**src/rtl/key_stream_arb_if.sv**
```systemverilog
// ---------------------------------------------------------------------------
// key_stream_arb_if
// Purpose : bundles the two source byte streams, the merged output stream and
//           the timeout strobe of key_stream_arb into one interface.
// Signals : i_kbd_byte/i_kbd_valid/o_kbd_ready    keyboard stream
//           i_host_byte/i_host_valid/o_host_ready host (uart_rx) stream
//           o_byte/o_valid/i_ready/o_src           merged output stream
//           o_timeout                              held-sequence abort pulse
// Modports: slave  - the arbiter's view (names are i_/o_ from its side)
//           master - the surrounding environment's view
// ---------------------------------------------------------------------------
interface key_stream_arb_if;
  logic [7:0] i_kbd_byte;
  logic       i_kbd_valid;
  logic       o_kbd_ready;
  logic [7:0] i_host_byte;
  logic       i_host_valid;
  logic       o_host_ready;
  logic [7:0] o_byte;
  logic       o_valid;
  logic       i_ready;
  logic       o_src;
  logic       o_timeout;

  modport slave (
    input  i_kbd_byte, i_kbd_valid, i_host_byte, i_host_valid, i_ready,
    output o_kbd_ready, o_host_ready, o_byte, o_valid, o_src, o_timeout
  );

  modport master (
    output i_kbd_byte, i_kbd_valid, i_host_byte, i_host_valid, i_ready,
    input  o_kbd_ready, o_host_ready, o_byte, o_valid, o_src, o_timeout
  );
endinterface

```
**src/rtl/key_stream_arb.sv**
```systemverilog
// ---------------------------------------------------------------------------
// key_stream_arb
// Purpose : merges keyboard bytes and host bytes into the terminal's single
//           input stream. Round-robin per byte, but an escape sequence
//           (ESC, or ESC [ ... final) keeps the grant with its source until
//           it completes or sits idle for HOLD_TIMEOUT cycles.
// Ports   : i_clk  12 MHz clock
//           i_rst  synchronous active-high reset
//           bus    key_stream_arb_if.slave (both sources, output, o_timeout)
// ---------------------------------------------------------------------------
module key_stream_arb #(
  parameter int         HOLD_TIMEOUT = 1200,
  parameter logic [7:0] ESC_CODE     = 8'h1B,
  parameter logic [7:0] CSI_CODE     = 8'h5B
) (
  input logic             i_clk,
  input logic             i_rst,
  key_stream_arb_if.slave bus
);

  localparam int              CW       = $clog2(HOLD_TIMEOUT + 1);
  localparam logic [CW-1:0]   LAST_CNT = CW'(HOLD_TIMEOUT - 1);

  typedef enum logic [1:0] {
    ST_IDLE     = 2'd0,
    ST_ESC_HOLD = 2'd1,
    ST_CSI_HOLD = 2'd2
  } state_t;

  state_t        r_state;
  logic          r_owner;
  logic          r_rr_last;
  logic [CW-1:0] r_cnt;
  logic [7:0]    r_byte;
  logic          r_valid;
  logic          r_src;

  logic          w_held;
  logic          w_slot_free;
  logic          w_sel;
  logic          w_sel_valid;
  logic [7:0]    w_sel_byte;
  logic          w_xfer;
  logic          w_timeout;

  // CSI parameter/intermediate bytes keep the sequence open
  function automatic logic is_csi_param(input logic [7:0] b);
    return (b >= 8'h20) && (b <= 8'h3F);
  endfunction

  // Source selection, handshake and timeout decode
  always_comb begin
    w_held      = (r_state != ST_IDLE);
    w_slot_free = !r_valid || bus.i_ready;
    w_sel       = r_owner;
    if (w_held) begin
      // a held sequence ignores the other source entirely
      w_sel = r_owner;
    end else if (bus.i_kbd_valid && bus.i_host_valid) begin
      w_sel = !r_rr_last;
    end else if (bus.i_kbd_valid) begin
      w_sel = 1'b0;
    end else if (bus.i_host_valid) begin
      w_sel = 1'b1;
    end else begin
      w_sel = r_owner;
    end
    w_sel_valid = w_sel ? bus.i_host_valid : bus.i_kbd_valid;
    w_sel_byte  = w_sel ? bus.i_host_byte  : bus.i_kbd_byte;
    w_xfer      = w_sel_valid && w_slot_free;
    // an owner byte arriving on the last allowed cycle rescues the sequence
    w_timeout   = w_held && !w_xfer && (r_cnt == LAST_CNT);
  end

  // Sequence FSM, output register and hold-timeout counter
  always_ff @(posedge i_clk) begin
    if (i_rst) begin
      r_state   <= ST_IDLE;
      r_owner   <= 1'b0;
      r_rr_last <= 1'b1;
      r_cnt     <= '0;
      r_byte    <= 8'h00;
      r_valid   <= 1'b0;
      r_src     <= 1'b0;
    end else if (w_xfer) begin
      r_byte    <= w_sel_byte;
      r_src     <= w_sel;
      r_valid   <= 1'b1;
      r_owner   <= w_sel;
      r_rr_last <= w_sel;
      r_cnt     <= '0;
      case (r_state)
        ST_IDLE: begin
          r_state <= (w_sel_byte == ESC_CODE) ? ST_ESC_HOLD : ST_IDLE;
        end
        ST_ESC_HOLD: begin
          if (w_sel_byte == CSI_CODE) begin
            r_state <= ST_CSI_HOLD;
          end else if (w_sel_byte == ESC_CODE) begin
            r_state <= ST_ESC_HOLD;
          end else begin
            r_state <= ST_IDLE;
          end
        end
        ST_CSI_HOLD: begin
          // final bytes and malformed bytes both end the sequence
          r_state <= is_csi_param(w_sel_byte) ? ST_CSI_HOLD : ST_IDLE;
        end
        default: begin
          r_state <= ST_IDLE;
        end
      endcase
    end else begin
      if (bus.i_ready) begin
        r_valid <= 1'b0;
      end
      if (w_timeout) begin
        r_state <= ST_IDLE;
        r_cnt   <= '0;
      end else if (w_held) begin
        // stalled cycles count too: the consumer cannot extend a hold
        r_cnt <= r_cnt + CW'(1);
      end else begin
        r_cnt <= '0;
      end
    end
  end

  assign bus.o_kbd_ready  = w_slot_free && !w_sel;
  assign bus.o_host_ready = w_slot_free && w_sel;
  assign bus.o_byte       = r_byte;
  assign bus.o_valid      = r_valid;
  assign bus.o_src        = r_src;
  assign bus.o_timeout    = w_timeout;

endmodule

```
**src/flat_wrapper.sv**
```systemverilog
// flat-port wrapper written by rule: the top's interface ports become plain ports
module key_stream_arb_flat 
#(
  parameter int         HOLD_TIMEOUT = 1200,
  parameter logic [7:0] ESC_CODE     = 8'h1B,
  parameter logic [7:0] CSI_CODE     = 8'h5B
)
  (i_clk, i_rst, bus_i_kbd_byte, bus_i_kbd_valid, bus_i_host_byte, bus_i_host_valid, bus_i_ready, bus_o_kbd_ready, bus_o_host_ready, bus_o_byte, bus_o_valid, bus_o_src, bus_o_timeout);
  key_stream_arb_if bus_i ();
  input logic i_clk;
  input logic i_rst;
  input wire logic [$bits(bus_i.i_kbd_byte)-1:0] bus_i_kbd_byte;
  input wire logic [$bits(bus_i.i_kbd_valid)-1:0] bus_i_kbd_valid;
  input wire logic [$bits(bus_i.i_host_byte)-1:0] bus_i_host_byte;
  input wire logic [$bits(bus_i.i_host_valid)-1:0] bus_i_host_valid;
  input wire logic [$bits(bus_i.i_ready)-1:0] bus_i_ready;
  output wire logic [$bits(bus_i.o_kbd_ready)-1:0] bus_o_kbd_ready;
  output wire logic [$bits(bus_i.o_host_ready)-1:0] bus_o_host_ready;
  output wire logic [$bits(bus_i.o_byte)-1:0] bus_o_byte;
  output wire logic [$bits(bus_i.o_valid)-1:0] bus_o_valid;
  output wire logic [$bits(bus_i.o_src)-1:0] bus_o_src;
  output wire logic [$bits(bus_i.o_timeout)-1:0] bus_o_timeout;
  assign bus_i.i_kbd_byte = bus_i_kbd_byte;
  assign bus_i.i_kbd_valid = bus_i_kbd_valid;
  assign bus_i.i_host_byte = bus_i_host_byte;
  assign bus_i.i_host_valid = bus_i_host_valid;
  assign bus_i.i_ready = bus_i_ready;
  assign bus_o_kbd_ready = bus_i.o_kbd_ready;
  assign bus_o_host_ready = bus_i.o_host_ready;
  assign bus_o_byte = bus_i.o_byte;
  assign bus_o_valid = bus_i.o_valid;
  assign bus_o_src = bus_i.o_src;
  assign bus_o_timeout = bus_i.o_timeout;
  key_stream_arb #(.HOLD_TIMEOUT(HOLD_TIMEOUT), .ESC_CODE(ESC_CODE), .CSI_CODE(CSI_CODE)) u_core (.i_clk(i_clk), .i_rst(i_rst), .bus(bus_i));
endmodule
```
**config.mk**
```make
export PLATFORM = sky130hd
export DESIGN_NAME = key_stream_arb_flat
export DESIGN_NICKNAME = d
export VERILOG_FILES = /design/src/rtl/key_stream_arb_if.sv /design/src/rtl/key_stream_arb.sv /design/src/flat_wrapper.sv
export SDC_FILE = /design/constraint.sdc
export NUM_CORES = 1
export LEC_CHECK = 0
export BUFFER_PORTS_ARGS = -buffer_cell sky130_fd_sc_hd__buf_2
export CAP_MARGIN = 20
export CORE_MARGIN = 1.5
export CORE_UTILIZATION = 35
export DETAILED_ROUTE_END_ITERATION = 6
export PLACE_DENSITY = 0.71
export SKIP_LAST_GASP = 1
export SLEW_MARGIN = 20
export SYNTH_ARGS = -nofsm -noshare
export SYNTH_HDL_FRONTEND = slang
export SYNTH_SLANG_ARGS = --single-unit
```
**constraint.sdc**
```tcl
create_clock -name i_clk -period 1.93 [get_ports i_clk]
set_input_delay 0.386 -clock i_clk [delete_from_list [all_inputs] [get_ports i_clk]]
set_output_delay 0.386 -clock i_clk [all_outputs]
set_load 0.005 [all_outputs]
```
==> metrics.txt <==
total CTS buffers=3; Avg Inst Size Synth=8.92 µm²; total grt overflow=0; Reg2Reg Setup Slack=40 ps; Final Power=0.953 mW; Synth Warn #=0; Worst Max-Slew Pin Slew=321 ps; final antenna-violating net count=0; clk sink count=24; period utilization=103%; DP Area=0.00149 mm²; mapped cell area=0.00119 mm²; Die Height=61.4 µm; Psw=0.251 mW; Slew HR=78.5%; Hold Path Class=in2reg; Initial Util=36.1%; share of the synthesized area in the top cell type=40.2%; Hold Crit Depth=3; setup ws final=-59.2 ps; area delta synth->final=34.1%; Setup CP Type=reg2out; synthesized net count=156; CTS max path bufs=2; num ports=34; Die Area=0.00377 mm²; failing checks=setup timing; Power Dens Cells=594 mW/mm²; top post-synthesis cells by count=27 x nor2_1, 24 x dfxtp_1, 8 x a211oi_1, 8 x mux2i_1, 7 x xor2_1; Pleak=0.701 nW; final setup violation count=1; Max Fclk=0.503 GHz; Max Cap Violations=0; sw frac=26.4%; Reg-to-Reg End=u_core.r_state[1]; Synth Area in Adders=1.05%; total routed wirelength=2630 µm; hold slack final=406 ps; final setup TNS=-59.2 ps; CTS tree=yes; routed vias/inst=4.97; Reg power frac=55.5%; worst hold path endpoint=u_core.bus.o_byte[1]; Startpoint Class=register; fin. max-slew vios=0; clk_lat worst skew=320 ps; clock-pin slew on the worst setup and hold paths=130 ps; Placer Congestion=0.822; hpwl dp=1950 µm; Async SR Flop Fraction=0%; port bufs=33; status=finished, violations left; clock power share=23.0%; post-synthesis mux area share=8.59%; vias in the first global route=1078; GRT Overall Usage=15.1%; die width=61.4 µm; Reg2Reg Depth=6; hold_sp=bus_i_host_byte[1]; #FFs+latches synth=24; Internal Pwr Total=0.702 mW; number of library cell types mapped by synthesis=37; simple-gate share of the synthesized area=25.2%; Clock Skew=13.0 ps; final instance area=0.00160 mm²; register area share after synthesis=40.2%; # DRC=0; Final Hold Fails=0; routed len/inst=11.5 µm; Synth Area in Compound Gates=15.4%; drt first-iter violations=37; critical path peak fanout=3; Nets=207; post-synth top area cell=dfxtp_1; worst flop-to-flop path startpoint=u_core.r_state[0]; initial antenna violation count=0; largest net degree at the start of global routing=16; root buffer selected by CTS=clkbuf_4; Critical Path End Type=output port; Post-Synth XOR/XNOR Area=6.60%; first-pass GRT wire length=4350 µm; Arrival @ worst endpoint=1600 ps; number of flops mapped to enable cells by yosys=0; Top FF cell, synth=dfxtp_1; Area contributors post-synth=dfxtp_1 40%, nor2_1 8.5%, mux2i_1 6.7%; Setup Slack @ Placement=-19.3 ps; maximum vdd ir drop=0.307 mV; Vias=1138; Req. time, crit path=1540 ps; Post-Synthesis Cells=134; largest family of logic cells by synthesized area=simple AND/OR/NAND/NOR gates; H-tree levels=1; share of cells above drive strength 1=39.9%; combinational share of power=21.5%; diode count=0; Core ar.=0.00331 mm²; Pre-antenna DRT Iters=4; RSZ-0062 raised after global routing=true; Cell Rows=21; Final min period=1990 ps; most common cell in the netlist=nor2_1
[critical path, cell delays in order, from the launching register on]
cell     delay, ps
dfxtp_2        360
or3b_4         400
a22oi_4        190
buf_6          120
and2_4         130
buf_6           80
[metal layers]
metal / routed length [µm] / track usage (%) / part of all wire, %
met3: 158 / 3.78 / 6.0
met5: 0 / 0 / 0
met1: 1200 / 17.1 / 45
met2: 1270 / 28.7 / 48
met4: 11 / 2.74 / 0.42
[kinds of logic after synthesis]
| kind of cell | Yosys count |
|---|---|
| XOR/XNOR | 9 |
| buffers and inverters | 9 |
| AND/OR/NAND/NOR | 58 |
| multiplexers | 10 |
| adder cells (fa/ha/maj) | 1 |
| flip-flops | 24 |
| AO/OA/AOI/OAI | 23 |
[what timing repair did]
action / 4_1_cts / 5_1_grt
pin swaps: 2 / 1
hold buffers: 0 / 0
endpoints found under the hold margin: 0 / 0
setup endpoints to repair: 3 / 5
setup buffers: 5 / 1
gates resized for setup: 10 / 7
[power groups by stage]
stage	logic [mW]	clock network, mW	registers [mW]
6_report	0.205	0.219	0.529
5_1_grt	0.226	0.251	0.533
4_1_cts	0.195	0.231	0.529
3_5_place_dp	0.182	0	0.542
3_3_place_gp	0.182	0	0.542
2_1_floorplan	0.0943	0	0.544
[layout make-up]
class                           count  area [µm²]
Sequential cell                    24         490
Clock buffer                        3        22.5
Fill cell                         334        1710
Multi-Input combinational cell    101         707
Inverter                            4        15.0
Tap cell                           46        57.6
Timing Repair Buffer               51         310
[worst max path at each step]
stage	start	endpoint	slack, ps	cells past startpoint
global route	u_core.r_state[0]	bus_o_kbd_ready	-100	5
finish	u_core.r_state[0]	bus_o_kbd_ready	-60	5
detailed placement	bus_i_kbd_valid	u_core.r_state[1]	-20	6
CTS	u_core.r_state[0]	bus_o_kbd_ready	-60	5
floorplan	u_core.r_owner	bus_o_timeout	0.3	5
global placement	bus_i_kbd_valid	u_core.r_state[1]	-2	6
[stage by stage]
stage / cells / util (%)
finish: 229 / 48.4
global route: 229 / 48.4
CTS: 228 / 47.4
detailed placement: 220 / 44.9
global placement: 220 / 44.9
floorplan: 134 / -
[state kept, by name, summed over array words and instances, names as in the netlist]
signal              cells
u_core.r_state          2
u_core.r_cnt           11
u_core.bus.o_byte       8
u_core.r_owner          1
u_core.bus.o_valid      1
u_core.r_rr_last        1
[placed cells by master, fill, tap and decap left out, types with 2 or more instances in the layout]
| cell type | n |
|---|---|
| a211oi_1 | 8 |
| a21oi_1 | 6 |
| and4_1 | 2 |
| buf_2 | 32 |
| buf_4 | 17 |
| buf_6 | 2 |
| clkbuf_4 | 3 |
| dfxtp_1 | 18 |
| dfxtp_2 | 5 |
| inv_1 | 4 |
| mux2_2 | 2 |
| mux2i_1 | 8 |
| nand2_1 | 5 |
| nand2b_1 | 2 |
| nand3_1 | 4 |
| nand4_1 | 3 |
| nand4b_1 | 2 |
| nor2_1 | 25 |
| nor2_2 | 2 |
| nor3_1 | 2 |
| nor4bb_1 | 2 |
| o21ai_0 | 2 |
| xnor2_1 | 2 |
| xor2_1 | 7 |
Power figures use the tool's default switching activity.
